File: config.mk
export PLATFORM = sky130hd
export DESIGN_NAME = follow_servo_ctrl
export DESIGN_NICKNAME = d
export VERILOG_FILES = /design/src/rtl/follow_servo_ctrl.sv
export SDC_FILE = /design/constraint.sdc
export NUM_CORES = 1
export LEC_CHECK = 0
export CAP_MARGIN = 10
export CORE_UTILIZATION = 55
export CTS_CLUSTER_SIZE = 24
export DETAILED_ROUTE_END_ITERATION = 10
export PLACE_DENSITY = 0.79
export SYNTH_ARGS = -nofsm -noshare
export SYNTH_HDL_FRONTEND = slang
export SYNTH_SLANG_ARGS = --single-unit
export TNS_END_PERCENT = 1
File: constraint.sdc
create_clock -name clk -period 10.9 [get_ports clk]
set_input_delay 2.18 -clock clk [delete_from_list [all_inputs] [get_ports clk]]
set_output_delay 2.18 -clock clk [all_outputs]
set_load 0.05 [all_outputs]
File: src/rtl/follow_servo_ctrl.sv
// Blob-following wheel controller: SEARCH/TRACK debounce on frame strobes,
// blob-position steering to signed wheel speeds, and 50 Hz servo PWM.
module follow_servo_ctrl #(
    parameter int c_period      = 1_000_000,
    parameter int c_stop        = 75_000,
    parameter int c_step        = 2_500,
    parameter int c_max_speed   = 4,
    parameter int c_prox_stop   = 5,
    parameter int c_acq_frames  = 3,
    parameter int c_lost_frames = 8
) (
    input  logic       clk,
    input  logic       rst,
    input  logic       enable,
    input  logic       frame_done,
    input  logic [7:0] centroid,
    input  logic [2:0] proximity,
    output logic       servo_l,
    output logic       servo_r,
    output logic [3:0] speed_l,
    output logic [3:0] speed_r,
    output logic [1:0] state
);
    localparam int CW = $clog2(c_period);
    localparam int FW = $clog2(((c_acq_frames > c_lost_frames) ? c_acq_frames : c_lost_frames) + 1);

    localparam logic signed [3:0] SP_P1 = 4'sd1;
    localparam logic signed [3:0] SP_M1 = -4'sd1;
    localparam logic signed [3:0] SP_P2 = 4'sd2;
    localparam logic signed [3:0] SP_M2 = -4'sd2;

    typedef enum logic [1:0] {IDLE = 2'd0, SEARCH = 2'd1, TRACK = 2'd2} state_t;

    state_t            r_state, w_state_nxt;
    logic [FW-1:0]     r_acq, r_lost, w_acq_nxt, w_lost_nxt;
    logic signed [3:0] r_spd_l, r_spd_r, w_spd_l_nxt, w_spd_r_nxt;
    logic signed [3:0] w_base, w_half, w_min1, w_trk_l, w_trk_r;
    logic              w_detect;
    logic [CW-1:0]     r_cnt, r_wid_l, r_wid_r, w_wid_l, w_wid_r;
    logic              r_servo_l, r_servo_r;

    assign w_detect = |centroid;

    always_comb begin
        if (int'(proximity) >= c_prox_stop)
            w_base = '0;
        else if (c_max_speed - int'(proximity) < 1)
            w_base = SP_P1;
        else
            w_base = 4'(c_max_speed - int'(proximity));
        w_half = w_base >>> 1;
        w_min1 = (w_base == 4'sd0) ? SP_P1 : w_base;
    end

    // Strip priority runs outward from the center: 4,3,5,2,6,1,7,0.
    always_comb begin
        w_trk_l = '0;
        w_trk_r = '0;
        if (centroid[4] || centroid[3]) begin
            w_trk_l = w_base;  w_trk_r = w_base;
        end else if (centroid[5]) begin
            w_trk_l = w_half;  w_trk_r = w_min1;
        end else if (centroid[2]) begin
            w_trk_l = w_min1;  w_trk_r = w_half;
        end else if (centroid[6]) begin
            w_trk_l = SP_M2;   w_trk_r = SP_P2;
        end else if (centroid[1]) begin
            w_trk_l = SP_P2;   w_trk_r = SP_M2;
        end else if (centroid[7]) begin
            w_trk_l = SP_M2;   w_trk_r = SP_P2;
        end else if (centroid[0]) begin
            w_trk_l = SP_P2;   w_trk_r = SP_M2;
        end
    end

    always_comb begin
        w_state_nxt = r_state;
        w_acq_nxt   = r_acq;
        w_lost_nxt  = r_lost;
        w_spd_l_nxt = r_spd_l;
        w_spd_r_nxt = r_spd_r;
        if (!enable) begin
            w_state_nxt = IDLE;
            w_acq_nxt   = '0;
            w_lost_nxt  = '0;
            w_spd_l_nxt = '0;
            w_spd_r_nxt = '0;
        end else begin
            case (r_state)
                IDLE: begin
                    w_state_nxt = SEARCH;
                    w_acq_nxt   = '0;
                    w_lost_nxt  = '0;
                    w_spd_l_nxt = SP_P1;
                    w_spd_r_nxt = SP_M1;
                end
                SEARCH: begin
                    if (frame_done) begin
                        if (!w_detect) begin
                            w_acq_nxt = '0;
                        end else if (int'(r_acq) + 1 >= c_acq_frames) begin
                            w_state_nxt = TRACK;
                            w_acq_nxt   = '0;
                            w_spd_l_nxt = w_trk_l;
                            w_spd_r_nxt = w_trk_r;
                        end else begin
                            w_acq_nxt = r_acq + 1'b1;
                        end
                    end
                end
                TRACK: begin
                    if (frame_done) begin
                        if (w_detect) begin
                            w_lost_nxt  = '0;
                            w_spd_l_nxt = w_trk_l;
                            w_spd_r_nxt = w_trk_r;
                        end else if (int'(r_lost) + 1 >= c_lost_frames) begin
                            w_state_nxt = SEARCH;
                            w_lost_nxt  = '0;
                            w_spd_l_nxt = SP_P1;
                            w_spd_r_nxt = SP_M1;
                        end else begin
                            w_lost_nxt = r_lost + 1'b1;
                        end
                    end
                end
                default: begin
                    w_state_nxt = IDLE;
                    w_spd_l_nxt = '0;
                    w_spd_r_nxt = '0;
                end
            endcase
        end
    end

    always_ff @(posedge clk or posedge rst) begin
        if (rst) begin
            r_state <= IDLE;
            r_acq   <= '0;
            r_lost  <= '0;
            r_spd_l <= '0;
            r_spd_r <= '0;
        end else begin
            r_state <= w_state_nxt;
            r_acq   <= w_acq_nxt;
            r_lost  <= w_lost_nxt;
            r_spd_l <= w_spd_l_nxt;
            r_spd_r <= w_spd_r_nxt;
        end
    end

    // Right servo is mounted mirrored, so its speed term is subtracted.
    assign w_wid_l = CW'(c_stop + int'(r_spd_l) * c_step);
    assign w_wid_r = CW'(c_stop - int'(r_spd_r) * c_step);

    // Widths latch only on the wrap edge, so a speed update landing on that
    // same edge is seen one frame later and pulses are never cut short.
    always_ff @(posedge clk or posedge rst) begin
        if (rst) begin
            r_cnt     <= '0;
            r_wid_l   <= CW'(c_stop);
            r_wid_r   <= CW'(c_stop);
            r_servo_l <= 1'b0;
            r_servo_r <= 1'b0;
        end else begin
            if (r_cnt == CW'(c_period - 1)) begin
                r_cnt   <= '0;
                r_wid_l <= w_wid_l;
                r_wid_r <= w_wid_r;
            end else begin
                r_cnt <= r_cnt + 1'b1;
            end
            r_servo_l <= (r_cnt < r_wid_l);
            r_servo_r <= (r_cnt < r_wid_r);
        end
    end

    assign servo_l = r_servo_l;
    assign servo_r = r_servo_r;
    assign speed_l = r_spd_l;
    assign speed_r = r_spd_r;
    assign state   = r_state;
endmodule

Word-level counts from Yosys, hierarchy flattened
Cells that the tools add are included.

Register bits: 80. Input bits: 15. Output and inout port bits: 12. Logic and storage cells: 98.

Add/sub/neg operators: 8. Multiply operators: 2. Magnitude comparators: 6. Eq/ne operators: 12. Mux-type cells: 52. Reduce and logical (&&, ||, !) cells: 8.

Operators by type and width (number): 4-bit 2-to-1 mux (38); 20-bit less-than comparator (2); 32-bit by 2-bit less-than comparator with 1-bit output (second input constant) (1); 4-bit by 11-bit multiplier with 15-bit output (second input constant) (2); 4-bit case mux with 3 select lines (2); 20-bit by 1-bit adder with 20-bit output (second input constant) (1); 20-bit equality test (second input constant) (1); 20-bit 2-to-1 mux (1); 18-bit by 17-bit adder with 19-bit output (first input constant) (1); 18-bit by 17-bit subtractor with 19-bit output (first input constant) (1); 3-bit inequality test (second input constant) (6); 2-bit 2-to-1 mux (8); 4-bit case mux with 2 select lines (2); 4-bit by 1-bit adder with 5-bit output (second input constant) (2); 4-bit by 1-bit adder with 4-bit output (second input constant) (2); 8-bit OR reduction (1); 3-bit by 1-bit inequality test with 1-bit output (second input constant) (2); 2-bit case mux with 3 select lines (1); 6-bit AND reduction (1); 5-bit by 2-bit >= comparator with 1-bit output (second input constant) (1); 5-bit by 4-bit >= comparator with 1-bit output (second input constant) (1); 5-bit AND reduction (1); 4-bit logical NOT (1); 4-bit inequality test (second input constant) (1); other kinds (7) (8).

Longest topological paths before layout
Depth after elaboration: 14. Mapped depth: 12. Mapped depth without buffers: 12.

Worst setup path before layout
OpenSTA, ideal clock, no wires.

Path kind: register to register. Start point: register r_spd_l[3], in the netlist speed_l[3]. End point: register r_wid_l[16]. Library setup time: 0.072 ns. Arrival time: 4.141 ns. Required time: 10.828 ns. Path slack: 6.687 ns. Cell stages (with the launch flop): 12. Buffers on the path: 0. Period minus slack after synthesis: 4.213 ns. Path through: dfrtp_1 > fa_1 > fa_1 > ha_1 > ha_1 > fa_1 > a211oi_1 > o22ai_1 > nor4b_1 > o211ai_1 > xnor2_1 > o21ai_1.

Longest elaborated chain between the ends: 2.

RTL lines: from (decl) (RTL line 36) `logic signed [3:0] r_spd_l, r_spd_r, w_spd_l_nxt, w_spd_r_nxt;`; from (signal assigned) (RTL line 147) `r_spd_l <= w_spd_l_nxt;`; 4-bit by 11-bit multiplier with 15-bit output (RTL line 153) `assign w_wid_l = CW'(c_stop + int'(r_spd_l) * c_step);`; 18-bit by 17-bit adder with 19-bit output (RTL line 153); to (signal assigned) (RTL line 161) `r_wid_l <= CW'(c_stop);`; to (signal assigned) (RTL line 168) `r_wid_l <= w_wid_l;`; to (decl) (RTL line 39) `logic [CW-1:0] r_cnt, r_wid_l, r_wid_r, w_wid_l, w_wid_r;`.

Every way passes these cells. A chain may end at the register's enable or synchronous reset.

Final worst setup path
Start point: input port proximity[0]. End point: register r_spd_l[0], in the netlist speed_l[0].

Longest elaborated chain between the ends: 14. Elaborated cells between the ends (all ways): 17. Classes of those cells: add/sub (1); order compare (2); mux (13); reduce/logical (1).

RTL lines: from (decl) (RTL line 17) `input logic [2:0] proximity,`; 3-bit by 3-bit subtractor with 4-bit output (RTL line 47, 50); 32-bit by 2-bit less-than comparator with 1-bit output (RTL line 47) `else if (c_max_speed - int'(proximity) < 1)`; 4-bit 2-to-1 mux (RTL line 47); 4-bit 2-to-1 mux * (RTL line 45) `if (int'(proximity) >= c_prox_stop)`; 4-bit logical NOT (RTL line 52) `w_min1 = (w_base == 4'sd0) ? SP_P1 : w_base;`; 4-bit 2-to-1 mux (RTL line 52); 4-bit 2-to-1 mux (RTL line 63) `end else if (centroid[2]) begin`; 4-bit 2-to-1 mux (RTL line 61) `end else if (centroid[5]) begin`; 4-bit 2-to-1 mux * (RTL line 59) `if (centroid[4] || centroid[3]) begin`; 4-bit 2-to-1 mux (RTL line 101) `end else if (int'(r_acq) + 1 >= c_acq_frames) begin`; 4-bit 2-to-1 mux (RTL line 99) `if (!w_detect) begin`; 4-bit 2-to-1 mux (RTL line 98) `if (frame_done) begin`; 4-bit case mux with 3 select lines * (RTL line 89) `case (r_state)`; 4-bit 2-to-1 mux * (RTL line 82) `if (!enable) begin`.

Mark *: on every way between the ends. The rest lies on a longest branch, timed or not. The select of a mux whose other input is x is not followed.

==> impl_metrics.py <==
metrics = {
    "clocking": {
        "cts-root-buf": "clkbuf_8",
        "cts_tree": "done",
        "clockBufferDepth": 2,
        "clk_pin_slew_worst_paths_ns": 0.08,
        "cts_made_buffers": 9,
        "cts_setup_buffers": 0,
        "cts_sinks": 72,
        "holdBufCountCts": 0,
        "cts.repair.resized": 0,
        "h-tree-depth": 3,
        "clk_latency_ns": 0.34,
    },
    "finish": {
        "n_fill_cell": 866,
        "multi_input_area_um2": 3850,
        "seq_area_um2": 1820,
        "drive_gt1_share_pct": 7.13,
        "final_area_um2": 6590,
        "nets": 793,
        "antenna_cells": 0,
        "areaGrowthSynthToFinish_pct": 10.3,
    },
    "die": {
        "core-area_um2": 10400,
        "pin_count": 27,
        "die_h_um": 106,
        "start_util_pct": 57.4,
        "dieArea_um2": 11300,
        "rows": 37,
        "dieWidth_um": 106,
    },
    "timing": {
        "slew_headroom_pct": 40.2,
        "post-route-period-util_pct": 41.1,
        "finalSetupViolCount": 0,
        "final_hold_viol_count": 0,
        "skew_ns": 0.0147,
        "tns_ns": 0,
        "timing.final.crit_period_ns": 4.48,
        "fmax_mhz": 223,
        "worst_slew_pin_slew_ns": 0.897,
        "rsz0062_at_grt": "no",
        "slew_viol_final": 0,
    },
    "place": {
        "placedInstanceArea_um2": 6370,
        "port_buffers": 26,
        "post-dp-hpwl_mm": 9.01,
        "gp_congestion": 0.966,
    },
    "yosys": {
        "synth_top_cell_by_area": "dfrtp_1",
        "synthDistinctLibCells": 71,
        "synth-async-reset-ratio_pct": 100,
        "ys_warn_count": 0,
        "ys_seq_area_share_pct": 30.5,
        "synth_flop_cell": "dfrtp_1",
        "synth.avg_cell_area_um2": 9.08,
        "synth_edf_count": 0,
        "yosysTopAreaCellShare_pct": 23.5,
        "netlist_instances": 658,
        "synth_area_um2": 5980,
        "synthesis.nets": 769,
        "synth_seq_cells": 72,
        "synth_area_leaders": "dfrtp_1, ha_1, dfstp_2",
    },
    "routing": {
        "via_per_inst": 5.82,
        "routed_wl_mm": 12.0,
        "post-route-drc-count": 0,
        "first_pass_iters": 4,
        "wl_per_cell_um": 14.6,
        "drtIter0Drc": 216,
        "ant_nets": 0,
        "num_vias": 4790,
    },
    "setup_path": {
        "worstSetupStartpointType": "input pin",
        "crit_arrival_ns": 4.75,
        "cp_max_fo": 7,
        "critical_path_required_ns": 11.17,
        "cp_cell_sequence": "clkdlybuf4s50_1 -> inv_1 -> ha_1 -> a2111o_1 -> a221oi_1 -> a21oi_1 -> a31o_2 -> a21oi_1 -> mux2_1",
        "cpPeakStageDelay_ns": 0.59,
        "cp-end-kind": "register",
        "cpMaxStageDelayCell": "clkdlybuf4s50_1",
        "critPathMostFrequentCell": "a21oi_1",
        "critical_path_class": "in2reg",
    },
    "run": {
        "max_cap_violations": 0,
    },
    "global_routing": {
        "grt_pass1_wl_mm": 21.2,
        "grt_max_degree": 73,
        "antenna_found_initial": 0,
        "grt_overflow": 0,
        "grtUsageTotal_pct": 22.8,
        "grt_pass1_vias": 4864,
    },
    "run_status": {
        "outcome": "completed",
    },
    "power": {
        "total_power_mw": 1.31,
        "p_leak_nw": 3.07,
        "power_density_nw_per_um2": 199,
        "vdd_drop_max_v": 0.000125,
    },
    "hold_path": {
        "hold_path.class": "reg2reg",
    },
}
-- worst paths after layout --
check,startpoint,endpoint,slack (ns),cells past startpoint
setup / recovery,proximity[0],speed_l[0],6.42,9
hold / removal,r_wid_l[13],r_wid_l[13],0.47,2
setup reg to reg,speed_l[3],r_wid_l[16],6.60,11
hold reg to reg,r_wid_l[13],r_wid_l[13],0.47,2
max in group asynchronous,rst,r_cnt[1],7.88,3
min in group asynchronous,rst,speed_l[2],2.41,3
-- cell families after synthesis --
family | share of synthesized area [%]
AOI/OAI and AO/OA | 17.5
xor gates and xnor gates | 6.01
adders and majority gates | 21.4
buffers and inverters | 5.09
DFF | 30.5
muxes | 2.20
and+or+nand+nor | 17.4
-- Yosys cell counts, types with 16 or more instances --
cell     instances
nand2_1         59
o21ai_1         35
ha_1            86
nor2_1          44
inv_1           61
xor2_1          26
a21oi_1         21
dfstp_2         16
dfrtp_1         56
nand3_1         17
-- routing by layer --
metal  wire (um)  global-route usage [%]  vias up
met5           0                       0        -
met1        5620                    29.0     2278
met3         320                    2.51       23
met2        5820                    40.1      107
li1            -                       -     2382
met4         226                    7.64        0
-- cell usage in the layout, fill, tap and decap left out, types with 5 or more instances in the layout --
cell,n
xor2_1,26
inv_1,60
a211oi_1,7
nand3_1,17
a21o_1,15
dfrtp_1,56
mux2_1,8
a41oi_1,5
fa_1,10
ha_1,86
xnor2_1,15
o31ai_1,6
dfstp_2,16
o22ai_1,5
nor2_1,44
nor3_1,12
nand2_1,59
o21ai_0,15
and2_1,6
and3_1,5
a21oi_1,21
nand2b_1,15
clkdlybuf4s50_1,26
clkbuf_8,10
nand4_1,7
a31oi_1,7
o21ai_1,35
-- sequential cells by signal, indices dropped and copies added (netlist names) --
signal,count
speed_l,4
servo_l,1
r_cnt,20
r_lost,4
state,2
r_wid_l,16
speed_r,4
r_wid_r,16
r_acq,4
servo_r,1
-- metrics by stage --
stage | utilization [%] | hold slack [ns] | setup slack [ns] | cells
floorplan | - | 0.424 | 6.69 | 658
global placement | 61.1 | 0.435 | 6.25 | 807
detailed placement | 61.1 | 0.457 | 6.13 | 807
CTS | 63.3 | 0.469 | 6.46 | 823
global route | 63.3 | 0.494 | 6.29 | 823
finish | 63.3 | 0.466 | 6.42 | 823
-- worst max-delay path, delay by kind of cell --
kind	cells	cell delay, ns
multiplexers	1	0.14
buffers and inverters	2	0.69
AO/OA/AOI/OAI	5	1.50
adder cells (fa/ha/maj)	1	0.23
-- final cells by class --
type	instances	share of cell area (%)
multi-input combinational	508	58.5
sequential	72	27.6
timing repair buffer	30	4.41
inverter	61	3.48
tap	136	2.58
clock buffer	11	2.15
clock inverter	5	1.23
-- where the power goes --
group | internal, mW | switching, mW | total, mW
Sequential | 0.281 | 0.0438 | 0.325
Clock | 0.135 | 0.101 | 0.236
Combinational | 0.313 | 0.438 | 0.751
Total | 0.730 | 0.583 | 1.31
Power figures use the tool's default switching activity.
